`config.mk`:
```
export PLATFORM = sky130hd
export DESIGN_NAME = irst_rekey_ctrl
export DESIGN_NICKNAME = d
export VERILOG_FILES = /design/src/rtl/irst_rekey_ctrl_pkg.sv /design/src/rtl/irst_rekey_ctrl.sv
export SDC_FILE = /design/constraint.sdc
export NUM_CORES = 1
export LEC_CHECK = 0
export CAP_MARGIN = 30
export CORE_ASPECT_RATIO = 0.9
export CORE_MARGIN = 2
export CORE_UTILIZATION = 35
export CTS_BUF_LIST = sky130_fd_sc_hd__clkbuf_4 sky130_fd_sc_hd__clkbuf_8 sky130_fd_sc_hd__clkbuf_16
export DETAILED_ROUTE_END_ITERATION = 10
export DONT_BUFFER_PORTS = 1
export PLACE_DENSITY = 0.48
export SLEW_MARGIN = 30
export SYNTH_ARGS = -nofsm -noshare
export SYNTH_HDL_FRONTEND = slang
export SYNTH_SLANG_ARGS = --single-unit
```
`constraint.sdc`:
```
create_clock -name clk -period 2.3 [get_ports clk]
set_clock_uncertainty 0.15 [all_clocks]
set_input_delay 0.46 -clock clk [delete_from_list [all_inputs] [get_ports clk]]
set_output_delay 0.46 -clock clk [all_outputs]
set_load 0.02 [all_outputs]
```
`src/rtl/irst_rekey_ctrl_pkg.sv`:
```
// Shared mips_16 definitions for the instruction re-key controller.
// Holds the FSM state encoding, the instruction-memory address width default,
// the default re-keyed image depth and the default halt timeout.
// No ports: package only.
package irst_rekey_ctrl_pkg;

    localparam int unsigned KeyW           = 16;
    localparam int unsigned PcWidthDef     = 8;
    localparam int unsigned ImemDepthDef   = 256;
    localparam int unsigned HaltTimeoutDef = 64;

    typedef enum logic [2:0] {
        StIdle   = 3'd0,
        StHalt   = 3'd1,
        StRead   = 3'd2,
        StWrite  = 3'd3,
        StSwap   = 3'd4,
        StFinish = 3'd5
    } rekey_state_e;

    // The timer only has to count up to timeout-1.
    function automatic int unsigned timer_width(input int unsigned timeout);
        return (timeout > 1) ? $clog2(timeout) : 1;
    endfunction

endpackage

```
`src/rtl/irst_rekey_ctrl.sv`:
```
// Instruction-memory re-key controller.
// On an accepted rekey_req it halts the core, waits for core_idle, then walks
// the instruction image word by word (read, then write back
// word ^ old_key ^ new_key) and only afterwards swaps the active key, so the
// core never fetches an image that disagrees with the key in use.
//
// Ports:
//   clk           sole clock, rising edge
//   rst           synchronous active-low reset
//   rekey_req     re-randomization request, only looked at in IDLE
//   new_key       key to apply, latched with an accepted request
//   core_idle     core pipeline drained and stalled
//   imem_rd_data  instruction-memory read data, one-cycle latency
//   key           active key (randomizer rand_data[15:0])
//   core_halt     stall request to the core / IF stage
//   imem_addr     instruction-memory address
//   imem_rd_en    read strobe
//   imem_wr_en    write strobe
//   imem_wr_data  re-keyed word
//   busy          high whenever not IDLE
//   done          one-cycle pulse on successful completion
//   timeout_err   one-cycle pulse when the halt wait is abandoned
module irst_rekey_ctrl
    import irst_rekey_ctrl_pkg::*;
#(
    parameter int unsigned      PC_WIDTH     = PcWidthDef,
    parameter int unsigned      IMEM_DEPTH   = ImemDepthDef,
    parameter logic [KeyW-1:0]  RESET_KEY    = 16'h0000,
    parameter int unsigned      HALT_TIMEOUT = HaltTimeoutDef
) (
    input  logic                clk,
    input  logic                rst,
    input  logic                rekey_req,
    input  logic [KeyW-1:0]     new_key,
    input  logic                core_idle,
    input  logic [KeyW-1:0]     imem_rd_data,
    output logic [KeyW-1:0]     key,
    output logic                core_halt,
    output logic [PC_WIDTH-1:0] imem_addr,
    output logic                imem_rd_en,
    output logic                imem_wr_en,
    output logic [KeyW-1:0]     imem_wr_data,
    output logic                busy,
    output logic                done,
    output logic                timeout_err
);

    localparam int unsigned         TimerW   = timer_width(HALT_TIMEOUT);
    localparam logic [PC_WIDTH-1:0] LastAddr = PC_WIDTH'(IMEM_DEPTH - 1);
    localparam logic [TimerW-1:0]   LastTick = TimerW'(HALT_TIMEOUT - 1);

    rekey_state_e        state_q;
    logic [PC_WIDTH-1:0] addr_q;
    logic [TimerW-1:0]   timer_q;
    logic [KeyW-1:0]     key_q;
    logic [KeyW-1:0]     pending_q;
    logic                core_halt_q;
    logic                rd_en_q;
    logic                wr_en_q;
    logic                busy_q;
    logic                done_q;

    logic                halt_expire;

    // Last HALT cycle with the core still running: abandon the attempt.
    assign halt_expire = (state_q == StHalt) && !core_idle && (timer_q == LastTick);

    // Registered outputs are set on the edge that enters the state they belong to.
    always_ff @(posedge clk) begin
        if (!rst) begin
            state_q     <= StIdle;
            addr_q      <= '0;
            timer_q     <= '0;
            key_q       <= RESET_KEY;
            pending_q   <= RESET_KEY;
            core_halt_q <= 1'b0;
            rd_en_q     <= 1'b0;
            wr_en_q     <= 1'b0;
            busy_q      <= 1'b0;
            done_q      <= 1'b0;
        end else begin
            unique case (state_q)
                StIdle: begin
                    if (rekey_req) begin
                        pending_q <= new_key;
                        addr_q    <= '0;
                        timer_q   <= '0;
                        busy_q    <= 1'b1;
                        if (new_key == key_q) begin
                            // Nothing to re-key: skip the halt and memory walk.
                            state_q <= StFinish;
                            done_q  <= 1'b1;
                        end else begin
                            state_q     <= StHalt;
                            core_halt_q <= 1'b1;
                        end
                    end
                end

                StHalt: begin
                    timer_q <= timer_q + TimerW'(1);
                    if (core_idle) begin
                        state_q <= StRead;
                        rd_en_q <= 1'b1;
                    end else if (timer_q == LastTick) begin
                        state_q     <= StIdle;
                        core_halt_q <= 1'b0;
                        busy_q      <= 1'b0;
                    end
                end

                StRead: begin
                    state_q <= StWrite;
                    rd_en_q <= 1'b0;
                    wr_en_q <= 1'b1;
                end

                StWrite: begin
                    wr_en_q <= 1'b0;
                    if (addr_q == LastAddr) begin
                        // Address holds at the last word; it never wraps.
                        state_q <= StSwap;
                    end else begin
                        addr_q  <= addr_q + PC_WIDTH'(1);
                        state_q <= StRead;
                        rd_en_q <= 1'b1;
                    end
                end

                StSwap: begin
                    key_q       <= pending_q;
                    state_q     <= StFinish;
                    core_halt_q <= 1'b0;
                    done_q      <= 1'b1;
                end

                StFinish: begin
                    state_q <= StIdle;
                    done_q  <= 1'b0;
                    busy_q  <= 1'b0;
                end

                default: begin
                    state_q     <= StIdle;
                    core_halt_q <= 1'b0;
                    rd_en_q     <= 1'b0;
                    wr_en_q     <= 1'b0;
                    busy_q      <= 1'b0;
                    done_q      <= 1'b0;
                end
            endcase
        end
    end

    assign key         = key_q;
    assign core_halt   = core_halt_q;
    assign imem_addr   = addr_q;
    assign imem_rd_en  = rd_en_q;
    assign imem_wr_en  = wr_en_q;
    assign busy        = busy_q;
    assign done        = done_q;
    assign timeout_err = halt_expire;

    // Read data arrives in the WRITE cycle, so the re-keyed word is formed combinationally.
    assign imem_wr_data = wr_en_q ? (imem_rd_data ^ key_q ^ pending_q) : '0;

endmodule

```
==> run summary, run 1 <==
Asr flop ratio synth: 0%
Logic pwr share: 11.6%
Hold-fix buffers at CTS: 0
Sequential cell area fraction in the yosys report: 37.1%
Vias/cell: 5.02
Synth top cells by count: 77 x nand2_1, 54 x dfxtp_1, 51 x xnor2_1
Final wirelength: 7130 µm
Final #Nets: 403
# Post-CTS Setup Buffers: 0
Crit start category: flop
Max Slew Vio Count: 0
Initial drt markers: 103
Clock Latency Late Sink: 0.31 ns
Initial Util: 36.2%
CP arrival: 1.59 ns
Max incr delay on CP: 0.51 ns
Layout area overhead: 10.9%
Largest area contributor in the netlist: dfxtp_1
EDFF count, synth: 0
Placer's final routability congestion estimate: 0.842
Total GRT Usage: 15.7%
Slew HR: 55.7%
Final Hold Fails: 0
Peak VDD IR: 234 µV
I/O Pins: 82
CP max stage cell: or3b_1
Period minus WS final: 2.20 ns
Setup TNS: 0 ns
Setup crit end kind: primary output
Fmax: 454 MHz
CTS resizes: 0
Vias: 2,336
DRC: 0
Worst setup path class: reg -> out
Ranking of synthesized cells by area: dfxtp_1 37%, xnor2_1 15%, nand2_1 9.9%
DR WL/cell: 15.3 µm
DPL Wire Length: 5140 µm
FF+latch count, synth: 54
Vert. Die Dim: 90.6 µm
Mapped cell area: 2920 µm²
Die Area: 9080 µm²
Net switching power: 0.000460 W
Post-Syn Nets: 389
IO Port Bufs: 0
Global-route wire length before repair: 11,400 µm
RSZ-0062 raised after global routing: no
Initial antenna violation count: 0
Internal power: 0.00131 W
Worst-path clk slew: 0.10 ns
Outcome: finished, final reports clean
Hold slack: 0.121 ns
Post-synthesis cell count: 351
Most used flip-flop cell after synthesis: dfxtp_1
Drt first pass iters: 4
Die Wd: 100 µm
Crit path buffers/inverters: 1
Clock root buffer: clkbuf_8
Post-route non-filler standard cell count: 465
Share of Yosys cell area claimed by the top area cell type: 37.1%
Switching share of power: 26.0%
CTS tree: done
ANT cells: 0
Fraction of layout cells with a size suffix above 1: 11.5%
Syn avg cell area: 8.31 µm²
H-tree lvl count: 2
Maximum root-to-sink buffer count: 2
Total core area: 8070 µm²
Hold Crit Class: in -> reg
Vias in the first global route: 2,217
Family with the most delay on the worst path: simple AND/OR/NAND/NOR gates
Critical Path RT: 1.69 ns
Final setup viols: 0
Clk sink count: 54
Lkg Pwr: 1.11 nW
Flop pwr share: 56.5%
Placed insts: 456
Period utilization: 95.7%
Power per cell area: 546 nW/µm²
Final global-route overflow total: 0
Final setup margin: 0.0995 ns
Site row count: 31
Clk pwr share: 31.8%
Largest net degree at the start of global routing: 50
Worst Tran Pin Value: 0.665 ns
Crit-path cells: or3b_1, nor2_1, buf_4
Count of unique library cells instantiated by Yosys: 45
Most numerous cell in the Yosys netlist: nand2_1
Number of max-cap violations: 0
TritonCTS buffer count: 5
Post-place setup slack: 0.412 ns
Crit Path Max Fanout: 11
Antenna Nets Post-Route: 0
YS warnings: 0
path summary, 6_finish.rpt:
| check | start | end | slack [ns] | cells after the start |
|---|---|---|---|---|
| min | new_key[3] | pending_q[3] | 0.12 | 2 |
| max | state_q[2] | timeout_err | 0.1 | 3 |
| max reg2reg | state_q[2] | imem_addr[5] | 0.41 | 5 |
| min reg2reg | timer_q[3] | timer_q[3] | 0.33 | 1 |
layout make-up:
| type | count | area, µm² |
|---|---|---|
| fill | 852 | 4830 |
| multi-input combinational | 278 | 1750 |
| sequential | 54 | 1080 |
| timing repair buffer | 23 | 173 |
| tap | 99 | 124 |
| clock buffer | 6 | 82.6 |
| clock inverter | 2 | 12.5 |
| inverter | 3 | 11.3 |
metal layers:
layer	GRT usage [%]	part of all wire (%)	wire length, µm
met3	4.80	7.3	518
met2	24.1	44	3160
met5	0	0	0
met4	4.91	1.6	115
met1	21.1	47	3330
registers in the layout (all words and copies together), names as in the netlist:
register,count
done,1
core_halt,1
timer_q,6
state_q,3
imem_addr,8
pending_q,16
imem_wr_en,1
key,16
busy,1
imem_rd_en,1
kinds of logic (layout without fill, tap and decap cells):
logic type	Yosys count	after routing	synth area share, %
simple gates	149	149	24.8
compound gates	70	70	17.1
xor+xnor	54	54	16.2
flops	54	54	37.1
buf+inv	19	34	2.87
mux	3	3	1.03
fa+ha+maj	2	2	0.858
through the flow:
step | instance area, µm² | total power (W) | util (%)
CTS | 3230 | 0.00180 | 40.0
finish | 3240 | 0.00177 | 40.1
global route | 3240 | 0.00185 | 40.1
global placement | 3130 | 0.00123 | 38.8
floorplan | 2920 | 0.00119 | -
detailed placement | 3130 | 0.00123 | 38.8
power groups by stage:
stage                     sequential (W)  clock (W)  combinational, W
after floorplan                  0.00101          0          0.000176
after global placement           0.00102          0          0.000208
after detailed placement         0.00102          0          0.000207
after CTS                       0.000999   0.000588          0.000209
after global routing             0.00100   0.000616          0.000231
final                           0.000998   0.000563          0.000205
placed cells by master, fill, tap and decap left out, types with 2 or more instances in the layout:
cell	synthesis	layout
o21ai_0	5	5
and3_1	2	2
nor3_2	2	2
o21ai_1	3	3
nand2_1	77	77
nand4_1	4	4
a21boi_0	14	14
a31oi_1	2	2
xor2_1	3	3
a21oi_1	12	12
dfxtp_1	54	54
o22ai_1	2	2
a211oi_2	2	2
a21boi_1	21	21
nand3_1	8	8
nand3b_1	2	2
ha_1	2	2
nor2b_1	5	5
buf_4	0	23
nor2_1	17	17
nor3_1	2	2
mux2i_1	3	3
and2_1	22	22
inv_2	2	2
xnor2_1	51	51
clkbuf_8	0	6
Power figures use the tool's default switching activity.
==> run 2: changes to the inputs <==
clock period = 2.4 ns   (was 2.3 ns; I/O delays follow)
==> run 2 against run 1 <==
  * Combinational power fell by 5%
  * Setup slack better by 0.029 ns
  * Wire length is 0.43% higher
  * Power down 6.1%
  * Flip-flop and latch count stayed put
  * Non-clock buffer count down 7
  * Largest cell class unchanged
==> run summary, run 2 (synthesized netlist as in run 1, its figures left out) <==
Maximum root-to-sink buffer count: 2 (unchanged)
Hold Crit Class: in -> reg
Max Slew Vio Count: 0 (unchanged)
Die Wd: 100 µm (unchanged)
Initial antenna violation count: 0 (unchanged)
Outcome: finished, final reports clean
Site row count: 31 (unchanged)
Hold-fix buffers at CTS: 0 (unchanged)
Die Area: 9080 µm² (unchanged)
Fraction of layout cells with a size suffix above 1: 9.78% (-1.7 points)
Drt first pass iters: 4 (unchanged)
Final #Nets: 396 (-1.7%)
Period minus WS final: 2.27 ns
Period utilization: 94.6%
Total core area: 8070 µm² (unchanged)
CTS tree: done
Post-route non-filler standard cell count: 457 (-1.7%)
Placed insts: 450 (-1.3%)
Worst setup path class: reg -> out
Crit Path Max Fanout: 4 (-7)
Vias/cell: 5.07 (+0.88%)
Setup TNS: 0 ns (unchanged)
HP Start: new_key[3]
Critical Path RT: 1.77 ns (+0.08 ns)
Crit start category: flop
Number of max-cap violations: 0 (unchanged)
Global-route wire length before repair: 11,500 µm (+1.5%)
Worst-path clk slew: 0.10 ns (about the same)
I/O Pins: 82 (unchanged)
Worst Hold Depth: 2 (unchanged)
CP arrival: 1.64 ns (+0.05 ns)
Final Hold Fails: 0 (unchanged)
Clock root buffer: clkbuf_8
Final global-route overflow total: 0 (unchanged)
Met3 Use GR: 5.42% (+0.62 points)
# Post-CTS Setup Buffers: 0 (unchanged)
Hold slack: 0.151 ns (+0.0295 ns)
Peak VDD IR: 204 µV (-13%)
Clk sink count: 54 (unchanged)
Setup crit end kind: primary output
Final setup viols: 0 (unchanged)
DR WL/cell: 15.7 µm (+2.2%)
Final core utilization: 39.3% (-0.78 points)
Vias: 2,316 (-0.86%)
Placer's final routability congestion estimate: 0.798 (-5.2%)
Power per cell area: 523 nW/µm² (-4.2%)
Vias in the first global route: 2,250 (+1.5%)
Worst reg2reg path startpoint: state_q[2]
M2 GR Usage: 25.4% (+1.3 points)
Clock Latency Late Sink: 0.30 ns (about the same)
Layout area overhead: 8.79%
ANT cells: 0 (unchanged)
Met1 usage: 20.6% (-0.45 points)
Slew HR: 57.4% (+1.7 points)
WHS Endpoint: pending_q[3]
Final wirelength: 7160 µm (+0.43%)
Reg-to-Reg End: key[13]
Most frequent cells in the layout: 77 x nand2_1, 53 x dfxtp_1, 51 x xnor2_1, 22 x and2_1, 21 x a21boi_1
H-tree lvl count: 2 (unchanged)
Commonest non-fill, non-tap cell in the layout: nand2_1
Total GRT Usage: 16.0% (+0.26 points)
Initial Util: 36.2% (unchanged)
Fmax: 440 MHz
Largest net degree at the start of global routing: 50 (unchanged)
Antenna Nets Post-Route: 0 (unchanged)
IO Port Bufs: 0 (unchanged)
RSZ-0062 raised after global routing: no
R2R setup slack: 0.39 ns (-0.02 ns)
DPL Wire Length: 5140 µm (about the same)
Vert. Die Dim: 90.6 µm (unchanged)
Initial drt markers: 128 (+24%)
DRC: 0 (unchanged)
Worst Tran Pin Value: 0.639 ns (-0.0261 ns)
Most Used Layer, Global Route: met2
Reg2Reg Depth: 4 (-1)
Lkg Pwr: 1.07 nW (-3.3%)
TritonCTS buffer count: 5 (unchanged)
CTS resizes: 0 (unchanged)
run 2: cell count changes in the layout (fill, tap and decap cells not counted), sizes merged:
cell / change
buf: -7
clkbuf: +1
clkinv: -1
clkinvlp: -1
run 2: metrics by stage:
stage               power (W)  area (µm²)  setup slack (ns)
floorplan             0.00114        2920             0.560
global placement      0.00117        3090             0.397
detailed placement    0.00118        3090             0.390
CTS                   0.00169        3170            0.0983
global route          0.00175        3170            0.0266
finish                0.00166        3170             0.129
run 2: power by group:
part / internal [W] / switching, W / total (W) / leakage [nW]
registers: 0.000923 / 0.0000359 / 0.000959 / 0.439
logic: 0.0000953 / 0.0000983 / 0.000194 / 0.591
clock network: 0.000225 / 0.000282 / 0.000506 / 0.0452
run 2: worst max-delay path, stage by stage (launching register included):
cell and delay (ns):
dfxtp_1 0.39, ha_1 0.21, and3_1 0.21, nand4b_1 0.19, nor2_1 0.36
run 2: layout make-up:
cell class                 count  area (µm²)
clock buffer                   7        83.8
fill                         834        4890
inverter                       3        11.3
multi-input combinational    278        1750
sequential                    54        1080
tap                           99         124
timing repair buffer          16         120
run 2: per-layer routing:
layer  up-vias  routed length [µm]
met5         -                   0
met4         0                  65
met3         4                 555
met2        60                3220
met1      1075                3320
li1       1177                   -
run 2: worst max-delay path by stage:
stage | start | endpoint | slack [ns] | depth (start not counted)
after floorplan | state_q[2] | timeout_err | 0.56 | 3
after global placement | state_q[2] | key[2] | 0.40 | 4
after detailed placement | state_q[2] | key[3] | 0.39 | 4
after CTS | state_q[0] | timeout_err | 0.1 | 2
after global routing | timer_q[0] | timeout_err | 0.03 | 4
final | timer_q[0] | timeout_err | 0.13 | 4
==> run 3: changes to the inputs <==
ABC_CLOCK_PERIOD_IN_PS = 2400   (was not set)
==> results of run 3 <==
Final layout, timing and power as in run 2 (identical DEF).
